<file path="src/rtl/muldiv_unit_pkg.sv">
// Shared encodings and decode helpers for the EX-stage multiply/divide unit.
// Kept in one place so decoder and ALU control agree on the operation numbering.
package muldiv_unit_pkg;

    typedef enum logic [2:0] {
        MD_OP_MULT  = 3'd0,
        MD_OP_MULTU = 3'd1,
        MD_OP_DIV   = 3'd2,
        MD_OP_DIVU  = 3'd3,
        MD_OP_MADD  = 3'd4,
        MD_OP_MADDU = 3'd5,
        MD_OP_MSUB  = 3'd6,
        MD_OP_MSUBU = 3'd7
    } md_op_e;

    typedef enum logic [1:0] {
        ST_IDLE = 2'd0,
        ST_MUL  = 2'd1,
        ST_DIV  = 2'd2,
        ST_DONE = 2'd3
    } md_state_e;

    // Even encodings are the signed flavours.
    function automatic logic is_signed_op(input md_op_e op);
        return ~op[0];
    endfunction

    function automatic logic is_div_op(input md_op_e op);
        return (op == MD_OP_DIV) || (op == MD_OP_DIVU);
    endfunction

    function automatic logic is_madd_op(input md_op_e op);
        return (op == MD_OP_MADD) || (op == MD_OP_MADDU);
    endfunction

    function automatic logic is_msub_op(input md_op_e op);
        return (op == MD_OP_MSUB) || (op == MD_OP_MSUBU);
    endfunction

endpackage

</file>
<file path="src/rtl/muldiv_unit_div_radix2.sv">
// Unsigned restoring radix-2 divider core: one quotient bit per cycle, WIDTH cycles.
// valid is raised during the final iteration; quotient/remainder then carry that iteration's result.
module div_radix2 #(
    parameter int WIDTH = 32
) (
    input  logic             clk,
    input  logic             rst,
    input  logic             start,
    input  logic             flush,
    input  logic [WIDTH-1:0] dividend,
    input  logic [WIDTH-1:0] divisor,
    output logic [WIDTH-1:0] quotient,
    output logic [WIDTH-1:0] remainder,
    output logic             valid
);
    localparam int CNT_W = $clog2(WIDTH + 1);
    localparam logic [CNT_W-1:0] CNT_ZERO = {CNT_W{1'b0}};
    localparam logic [CNT_W-1:0] CNT_ONE  = {{(CNT_W-1){1'b0}}, 1'b1};
    localparam logic [CNT_W-1:0] CNT_FULL = CNT_W'(WIDTH);

    logic [WIDTH-1:0] rem_r;
    logic [WIDTH-1:0] quo_r;
    logic [WIDTH-1:0] dvs_r;
    logic [CNT_W-1:0] cnt_r;
    logic [WIDTH:0]   trial_s;
    logic [WIDTH-1:0] rem_next_s;
    logic [WIDTH-1:0] quo_next_s;

    // One shift-subtract step; a borrow out of the trial keeps the shifted remainder.
    always_comb begin
        trial_s = {rem_r, quo_r[WIDTH-1]} - {1'b0, dvs_r};
        if (trial_s[WIDTH]) begin
            rem_next_s = {rem_r[WIDTH-2:0], quo_r[WIDTH-1]};
            quo_next_s = {quo_r[WIDTH-2:0], 1'b0};
        end else begin
            rem_next_s = trial_s[WIDTH-1:0];
            quo_next_s = {quo_r[WIDTH-2:0], 1'b1};
        end
    end

    // Iteration state: load on start, step while the counter is non-zero.
    always_ff @(posedge clk or negedge rst) begin
        if (!rst) begin
            rem_r <= {WIDTH{1'b0}};
            quo_r <= {WIDTH{1'b0}};
            dvs_r <= {WIDTH{1'b0}};
            cnt_r <= CNT_ZERO;
        end else if (flush) begin
            cnt_r <= CNT_ZERO;
        end else if (start) begin
            rem_r <= {WIDTH{1'b0}};
            quo_r <= dividend;
            dvs_r <= divisor;
            cnt_r <= CNT_FULL;
        end else if (cnt_r != CNT_ZERO) begin
            rem_r <= rem_next_s;
            quo_r <= quo_next_s;
            cnt_r <= cnt_r - CNT_ONE;
        end
    end

    assign quotient  = quo_next_s;
    assign remainder = rem_next_s;
    assign valid     = (cnt_r == CNT_ONE);

endmodule

</file>
<file path="src/rtl/muldiv_unit.sv">
// Multi-cycle multiply / divide / multiply-accumulate unit for the EX stage.
// Holds the pipeline while working and returns {HI,LO} with a one-cycle done pulse.
module muldiv_unit
    import muldiv_unit_pkg::*;
#(
    parameter int WIDTH      = 32,
    parameter int MUL_STAGES = 2
) (
    input  logic               clk,
    input  logic               rst,
    input  logic               start,
    input  logic [2:0]         op,
    input  logic [WIDTH-1:0]   a,
    input  logic [WIDTH-1:0]   b,
    input  logic [2*WIDTH-1:0] hilo_in,
    input  logic               flush,
    output logic               stall,
    output logic               busy,
    output logic               done,
    output logic [2*WIDTH-1:0] result,
    output logic               div_by_zero
);
    localparam int MUL_CNT_W = (MUL_STAGES > 1) ? $clog2(MUL_STAGES) : 1;
    localparam logic [MUL_CNT_W-1:0] MUL_CNT_ZERO = {MUL_CNT_W{1'b0}};
    localparam logic [MUL_CNT_W-1:0] MUL_CNT_ONE  = {{(MUL_CNT_W-1){1'b0}}, 1'b1};
    localparam logic [MUL_CNT_W-1:0] MUL_CNT_INIT = MUL_CNT_W'(MUL_STAGES - 1);
    localparam logic [WIDTH-1:0]     ZERO_W       = {WIDTH{1'b0}};
    localparam logic [WIDTH-1:0]     ONE_W        = {{(WIDTH-1){1'b0}}, 1'b1};

    function automatic logic [WIDTH-1:0] neg_if(input logic [WIDTH-1:0] v, input logic c);
        return c ? (~v + ONE_W) : v;
    endfunction

    md_state_e              state_r, state_next_s;
    md_op_e                 op_r;
    logic [WIDTH-1:0]       a_r, b_r;
    logic [2*WIDTH-1:0]     hilo_r;
    logic [MUL_CNT_W-1:0]   mul_cnt_r;
    logic                   div_prep_r;
    logic [2*WIDTH-1:0]     result_r;
    logic                   done_r, dz_r;

    logic                   accept_s, mul_last_s, div_zero_s, div_start_s;
    logic                   sign_a_s, sign_b_s;
    logic [WIDTH-1:0]       abs_a_s, abs_b_s, quo_raw_s, rem_raw_s, quo_fix_s, rem_fix_s;
    logic                   div_valid_s;
    logic [2*WIDTH-1:0]     ext_a_s, ext_b_s, product_s, mul_final_s, mul_result_s;

    assign accept_s   = start & (state_r == ST_IDLE) & ~flush;
    assign mul_last_s = (state_r == ST_MUL) && (mul_cnt_r == MUL_CNT_ZERO);
    assign div_zero_s = (b_r == ZERO_W);

    // State register.
    always_ff @(posedge clk or negedge rst) begin
        if (!rst) begin
            state_r <= ST_IDLE;
        end else begin
            state_r <= state_next_s;
        end
    end

    // Next state; flush beats everything, including a same-cycle start.
    always_comb begin
        state_next_s = state_r;
        div_start_s  = 1'b0;
        if (flush) begin
            state_next_s = ST_IDLE;
        end else begin
            case (state_r)
                ST_IDLE: begin
                    if (start) begin
                        state_next_s = is_div_op(md_op_e'(op)) ? ST_DIV : ST_MUL;
                    end else begin
                        state_next_s = ST_IDLE;
                    end
                end
                ST_MUL: begin
                    if (mul_cnt_r == MUL_CNT_ZERO) begin
                        state_next_s = ST_DONE;
                    end else begin
                        state_next_s = ST_MUL;
                    end
                end
                ST_DIV: begin
                    if (div_prep_r) begin
                        if (div_zero_s) begin
                            state_next_s = ST_DONE;
                        end else begin
                            div_start_s  = 1'b1;
                            state_next_s = ST_DIV;
                        end
                    end else if (div_valid_s) begin
                        state_next_s = ST_DONE;
                    end else begin
                        state_next_s = ST_DIV;
                    end
                end
                ST_DONE: state_next_s = ST_IDLE;
                default: state_next_s = ST_IDLE;
            endcase
        end
    end

    // Operand snapshot and per-op sequencing counters.
    always_ff @(posedge clk or negedge rst) begin
        if (!rst) begin
            op_r       <= MD_OP_MULT;
            a_r        <= ZERO_W;
            b_r        <= ZERO_W;
            hilo_r     <= {(2*WIDTH){1'b0}};
            mul_cnt_r  <= MUL_CNT_ZERO;
            div_prep_r <= 1'b0;
        end else begin
            div_prep_r <= accept_s & is_div_op(md_op_e'(op));
            if (accept_s) begin
                op_r      <= md_op_e'(op);
                a_r       <= a;
                b_r       <= b;
                hilo_r    <= hilo_in;
                mul_cnt_r <= MUL_CNT_INIT;
            end else if ((state_r == ST_MUL) && (mul_cnt_r != MUL_CNT_ZERO)) begin
                mul_cnt_r <= mul_cnt_r - MUL_CNT_ONE;
            end
        end
    end

    // Sign handling around the unsigned divider core and the extended multiplier operands.
    always_comb begin
        sign_a_s  = is_signed_op(op_r) & a_r[WIDTH-1];
        sign_b_s  = is_signed_op(op_r) & b_r[WIDTH-1];
        abs_a_s   = neg_if(a_r, sign_a_s);
        abs_b_s   = neg_if(b_r, sign_b_s);
        quo_fix_s = neg_if(quo_raw_s, sign_a_s ^ sign_b_s);
        rem_fix_s = neg_if(rem_raw_s, sign_a_s);
        if (is_signed_op(op_r)) begin
            ext_a_s = {{WIDTH{a_r[WIDTH-1]}}, a_r};
            ext_b_s = {{WIDTH{b_r[WIDTH-1]}}, b_r};
        end else begin
            ext_a_s = {ZERO_W, a_r};
            ext_b_s = {ZERO_W, b_r};
        end
        product_s = ext_a_s * ext_b_s;
    end

    div_radix2 #(.WIDTH(WIDTH)) u_div (
        .clk       (clk),
        .rst       (rst),
        .start     (div_start_s),
        .flush     (flush),
        .dividend  (abs_a_s),
        .divisor   (abs_b_s),
        .quotient  (quo_raw_s),
        .remainder (rem_raw_s),
        .valid     (div_valid_s)
    );

    if (MUL_STAGES > 1) begin : g_mul_pipe
        logic [2*WIDTH-1:0] pipe_r [MUL_STAGES-1];
        // Retiming chain behind the product so the multiplier spans MUL_STAGES cycles.
        always_ff @(posedge clk or negedge rst) begin
            if (!rst) begin
                for (int i = 0; i < MUL_STAGES - 1; i++) pipe_r[i] <= {(2*WIDTH){1'b0}};
            end else begin
                pipe_r[0] <= product_s;
                for (int i = 1; i < MUL_STAGES - 1; i++) pipe_r[i] <= pipe_r[i-1];
            end
        end
        assign mul_final_s = pipe_r[MUL_STAGES-2];
    end else begin : g_mul_comb
        assign mul_final_s = product_s;
    end

    // Accumulate against the HI/LO snapshot, wrapping mod 2^(2*WIDTH).
    always_comb begin
        if (is_madd_op(op_r)) begin
            mul_result_s = hilo_r + mul_final_s;
        end else if (is_msub_op(op_r)) begin
            mul_result_s = hilo_r - mul_final_s;
        end else begin
            mul_result_s = mul_final_s;
        end
    end

    // Registered result and single-cycle status pulses; a flush suppresses completion.
    always_ff @(posedge clk or negedge rst) begin
        if (!rst) begin
            result_r <= {(2*WIDTH){1'b0}};
            done_r   <= 1'b0;
            dz_r     <= 1'b0;
        end else begin
            done_r <= 1'b0;
            dz_r   <= 1'b0;
            if (!flush) begin
                if (mul_last_s) begin
                    result_r <= mul_result_s;
                    done_r   <= 1'b1;
                end else if ((state_r == ST_DIV) && div_prep_r && div_zero_s) begin
                    result_r <= {a_r, {WIDTH{1'b1}}};
                    done_r   <= 1'b1;
                    dz_r     <= 1'b1;
                end else if ((state_r == ST_DIV) && !div_prep_r && div_valid_s) begin
                    result_r <= {rem_fix_s, quo_fix_s};
                    done_r   <= 1'b1;
                end
            end
        end
    end

    assign stall       = accept_s | (state_r == ST_MUL) | (state_r == ST_DIV);
    assign busy        = (state_r != ST_IDLE);
    assign done        = done_r;
    assign div_by_zero = dz_r;
    assign result      = result_r;

endmodule

</file>
<file path="config.mk">
export PLATFORM = sky130hd
export DESIGN_NAME = muldiv_unit
export DESIGN_NICKNAME = d
export VERILOG_FILES = /design/src/rtl/muldiv_unit_pkg.sv /design/src/rtl/muldiv_unit_div_radix2.sv /design/src/rtl/muldiv_unit.sv
export SDC_FILE = /design/constraint.sdc
export NUM_CORES = 2
export LEC_CHECK = 0
export CORE_MARGIN = 1
export CORE_UTILIZATION = 50
export DETAILED_ROUTE_END_ITERATION = 7
export PLACE_DENSITY = 0.69
export SLEW_MARGIN = 20
export SYNTH_ARGS = -nofsm -noshare
export SYNTH_HDL_FRONTEND = slang
export SYNTH_SLANG_ARGS = --single-unit
</file>
<file path="constraint.sdc">
create_clock -name clk -period 9.5 [get_ports clk]
set_input_delay 0.95 -clock clk [delete_from_list [all_inputs] [get_ports clk]]
set_output_delay 0.95 -clock clk [all_outputs]
set_load 0.005 [all_outputs]
</file>
# Yosys cells after proc, flatten, opt, wreduce, memory -nomap -nowiden
# Cells that the tools add are included.
# totals
out_inout_bits	68
regBits	367
# op_classes
n_reduce_logical	21
muxes	41
bitwise	15
eq_ne	10
addsub	9
mul	1
# op_table
operator	count
$mux 64	7
$mux 32	9
$add 32x1->32 const B	4
$not 32->32	4
$add 64x64->64	1
$mul 64x64->64	1
$sub 64x64->64	1
$sub 33x32->33	1
$logic_not 32->1	1
$mux 6	3
$mux 1	16
$eq 3x3->1 const B	4
$mux 2	5
$pmux 2 s4	1
$eq 3x2->1 const B	2
$eq 6x1->1 const B	1
$logic_and 1x1->1	6
$reduce_and 2->1	3
$reduce_bool 2->1	3
$reduce_bool 3->1	2
$reduce_bool 6->1	1
$sub 6x1->6 const B	1
$and 1x1->1	5
$eq 2x2->1 const B	2
other kinds (8)	13

# Longest topological paths before layout
# logic_depth
depth_word	8
depth_mapped	38

# By module
# A second synthesis with hierarchy kept.
# hier_totals
hier_cells	8325
area_unflattened_um2	75361.0
# modules_own_cells
module	cells_each	n_inst	area_each_um2	seq_area_each_um2
muldiv_unit	7489	1	68006.5	6631.4
div_radix2	836	1	7354.6	2552.4

# Worst setup path after synthesis
# OpenSTA, ideal clock, no wires.
# synth_path
kind	reg-to-reg
start	register a_r[31]
end	register g_mul_pipe.pipe_r[58] (netlist bit)
setup_time_ps	131
t_required_ps	9369
path_buffers	6
path_stages_with_launch	34
arrival_time_ps	10287
slack_ps	-917
path_cell_list	dfrtp_1 > clkbuf_1 > nor2b_1 > clkbuf_1 > clkbuf_1 > clkbuf_1 > clkbuf_1 > nand2_1 > fa_1 > inv_1 > fa_1 > fa_1 > inv_1 > fa_1 > inv_1 > fa_1 > fa_1 > fa_1 > fa_1 > fa_1 > inv_1 > fa_1 > inv_1 > ha_1 > clkbuf_1 > a211oi_1 > nand2_1 > a2111oi_0 > nor3_1 > a2111oi_0 > o21bai_1 > a21oi_1 > o21ai_0 > xor2_1
# synth_via
elab_chain_len	2
# synth_lines
item	line_no	text
start, declared	muldiv_unit.sv:36	logic [WIDTH-1:0] a_r, b_r;
start signal, assigned	muldiv_unit.sv:108	a_r <= ZERO_W;
start signal, assigned	muldiv_unit.sv:117	a_r <= a;
$mux 64	muldiv_unit.sv:135	if (is_signed_op(op_r)) begin
$mul 64x64->64	muldiv_unit.sv:142	product_s = ext_a_s * ext_b_s;
named net product_s[58]	muldiv_unit.sv:47	logic [2*WIDTH-1:0] ext_a_s, ext_b_s, product_s, mul_final_s, mul_result_s;
end, declared	muldiv_unit.sv:158	logic [2*WIDTH-1:0] pipe_r [MUL_STAGES-1];
# The timed path passes the listed nets, and every way through them passes these cells.
# A chain may end at the register's enable or synchronous reset.

# Final worst setup path
# layout_path
start	register op_r[0]
end	register g_mul_pipe.pipe_r[57] (netlist bit)
# layout_via
elab_chain_len	2
word_cells_on_any_way	3
classes_between	mul: 1; mux: 2
# layout_lines
item	line_no	text
start, declared	muldiv_unit.sv:35	md_op_e op_r;
start signal, assigned	muldiv_unit.sv:116	op_r <= md_op_e'(op);
$mux 64	muldiv_unit.sv:135	
$mul 64x64->64 (*)	muldiv_unit.sv:142	
named net product_s[57]	muldiv_unit.sv:47	
# The timed path passes the listed nets; every way through them passes the cells marked *.

==> out/metrics.yaml <==
worst_setup_path:
  criticalPathCategory: "flip-flop to flip-flop"
  crit_fanout: 6
  required_ps: 10080
  cp-start-kind: "flip-flop"
  reg2reg_from: "op_r[0]$_DFFE_PN0P_"
  startpoint: "op_r[0]$_DFFE_PN0P_"
  cp.arrival_ps: 9840
  cpMaxStageDelayCell: "fa_2"
  path_common_cell: "fa_1"
  slowest_delay_ps: 620
  setup.worst_path.end_class: "flip-flop"
placed_design:
  gp_congestion: 1.02
  io_buffers: 202
  hpwlAfterDp_um: 220000
  placed_area_um2: 80800
sta:
  tightest_slew_ps: 1140
  finalMaxSlewViolations: 0
  timing.fmax_mhz: 108
  fin_crit_ps: 9260
  period_share_pct: 97.4
  setup_violations: 0
  slew_headroom_pct: 23.0
  hold_viol_final: 0
  fin_skew_ps: 38.8
logic_synthesis:
  synth_edf_count: 0
  synthFlopType: "dfrtp_1"
  postSynthCellCount: 8702
  synth-seq-area-share_pct: 12.1
  ys_types: 101
  synth_nets: 10731
  syn-mean-instance-area_um2: 8.69
  netlist_area_um2: 75600
  yosys_warnings: 0
  async_flop_share_pct: 100
  ys_ff_latch: 367
finish:
  layout-drive-gt1-share_pct: 5.48
  final_area_um2: 82800
  final_nets: 10780
  final_core_util_pct: 55.2
  area_growth_pct: 9.53
floorplanning:
  row_count: 142
  dieWidth_um: 391
  pin_count: 203
  start_util_pct: 50.4
  core_um2: 150000
  fp.dieH_um: 391
  die_area_um2: 153000
global_routing:
  grt_max_degree: 127
  overflow: 0
  grt.total_usage_pct: 35.6
  grt_pass1_vias: 64314
  antenna_found_initial: 31
  grt_pass1_wl_um: 404000
routing:
  firstDrtPassIters: 8
  vias: 61412
  vias_per_cell: 5.68
  wl_per_cell_um: 24.6
  totalWireLength_um: 267000
  drcViolationCount: 0
  ant_nets: 0
  drt_iter0_drc: 5221
cts:
  clockBufferDepth: 3
  clkTransAtPathRegs_ps: 70
  hold_buffers: 0
  clock-root-buffer: "clkbuf_16"
  cts_tree: "done"
  cts_buffers: 49
  htreeDepth: 2
  clkSinkCount: 367
  insertion_delay_ps: 680
flow_run:
  drv_cap: 0
outcome:
  status: "completed"
min_path:
  hold_path_class: "primary input to async pin"
## state kept, by name, indices dropped and copies added, names as in the netlist
name               cells
g_mul_pipe.pipe_r     64
hilo_r                64
result                64
a_r                   32
b_r                   32
u_div.dvs_r           32
u_div.quo_r           32
u_div.rem_r           32
u_div.cnt_r            6
op_r                   3
state_r                2
div_by_zero            1
div_prep_r             1
done                   1
mul_cnt_r              1
## logic make-up (layout without fill, tap and decap cells)
kind of cell             Yosys count  in the layout  share of synthesized area, %
adder cells (fa/ha/maj)         1895           1895                          45.4
other                              0             12                             0
XOR/XNOR                         316            316                          3.66
AO/OA/AOI/OAI                   1276           1276                          10.7
flip-flops                       367            367                          12.1
AND/OR/NAND/NOR                 2583           2584                          16.3
multiplexers                      45             45                         0.604
buffers and inverters           2220           2308                          11.1
## area by class of cell
class	count	area (um2)
sequential	367	9200
multi-input combinational	6116	58300
clock buffer	62	1350
tap	2016	2520
antenna	12	30.0
inverter	1743	6540
timing repair buffer	474	4550
fill	13716	67200
clock inverter	29	347
## worst max-delay path, delay by kind of cell (launching register included)
family / cells / cell delay, ps
fa+ha+maj: 11 / 5560
compound gates: 3 / 560
buf+inv: 8 / 890
simple gates: 8 / 1640
flops: 1 / 460
## cell usage after synthesis (40+ instances only)
cell         n  area (um2)
inv_1     1736        6520
fa_1      1416       28300
nand2_1   1193        4480
and2_1     601        3760
ha_1       478        5980
clkbuf_1   403        1510
dfrtp_1    367        9180
a21oi_1    363        1820
nor2_1     333        1250
o21ai_0    325        1630
xnor2_1    228        2000
nor3_1      88         440
xor2_1      88         771
a21o_1      84         631
nand3_1     64         320
buf_1       49         184
o21bai_1    47         353
o31ai_1     47         353
a31oi_1     44         275
nand4_1     44         275
nor2b_1     43         269
mux2i_1     40         400
nor4_1      40         250
## worst paths after layout
path                                                    to  slack, ps  cells after the start
max                        g_mul_pipe.pipe_r[57]$_DFF_PN0_        240                     30
min                                 hilo_r[26]$_DFFE_PN0P_        240                      1
max reg2reg                g_mul_pipe.pipe_r[57]$_DFF_PN0_        240                     30
min reg2reg                         result[24]$_DFFE_PN0P_        480                      2
max in group asynchronous              op_r[1]$_DFFE_PN0P_       6850                      3
min in group clk                    result[24]$_DFFE_PN0P_        480                      2
## routing by layer
metal  wire (um)  share of wire (%)  track usage (%)  up-vias
met5          76              0.029                0        -
met4        9210                3.5             11.4       12
met3       26500                 10             7.49      439
met2      119000                 45             55.6     2751
met1      112000                 42             49.3    31180
li1            -                  -                -    27030
## timing repair
item | CTS | global route
gates cloned | 0 | 1
pin swaps | 1 | 12
setup buffers | 2 | 9
endpoints found under the setup margin | 10 | 13
gates resized for setup | 8 | 30
## metrics by stage
stage                     setup TNS (ps)  hold slack (ps)  setup slack [ps]  cells
after floorplan                        0              450              21.8   8702
after global placement              -926              463              -358  10703
after detailed placement           -1230              471              -347  10704
after CTS                              0              365              8.53  10797
after global routing               -45.3              330             -45.3  10810
final                                  0              241               245  10819
## layout by cell type (no fill, tap or decap), types with 35 or more instances in the layout
cell type,n
inv_1,1734
fa_1,1409
nand2_1,1193
and2_1,601
ha_1,476
a21oi_1,355
dfrtp_1,353
nor2_1,328
o21ai_0,324
buf_4,230
xnor2_1,228
clkdlybuf4s50_1,201
xor2_1,88
a21o_1,84
nor3_1,84
nand3_1,64
clkbuf_16,49
o31ai_1,47
o21bai_1,46
nand4_1,44
a31oi_1,43
nor2b_1,41
mux2i_1,40
nor4_1,39
a221oi_1,37
buf_12,37
a211oi_1,36
o211ai_1,35
Power is not shown: default switching activity piles up to over one toggle a cycle in this logic, so the estimate is an artifact.
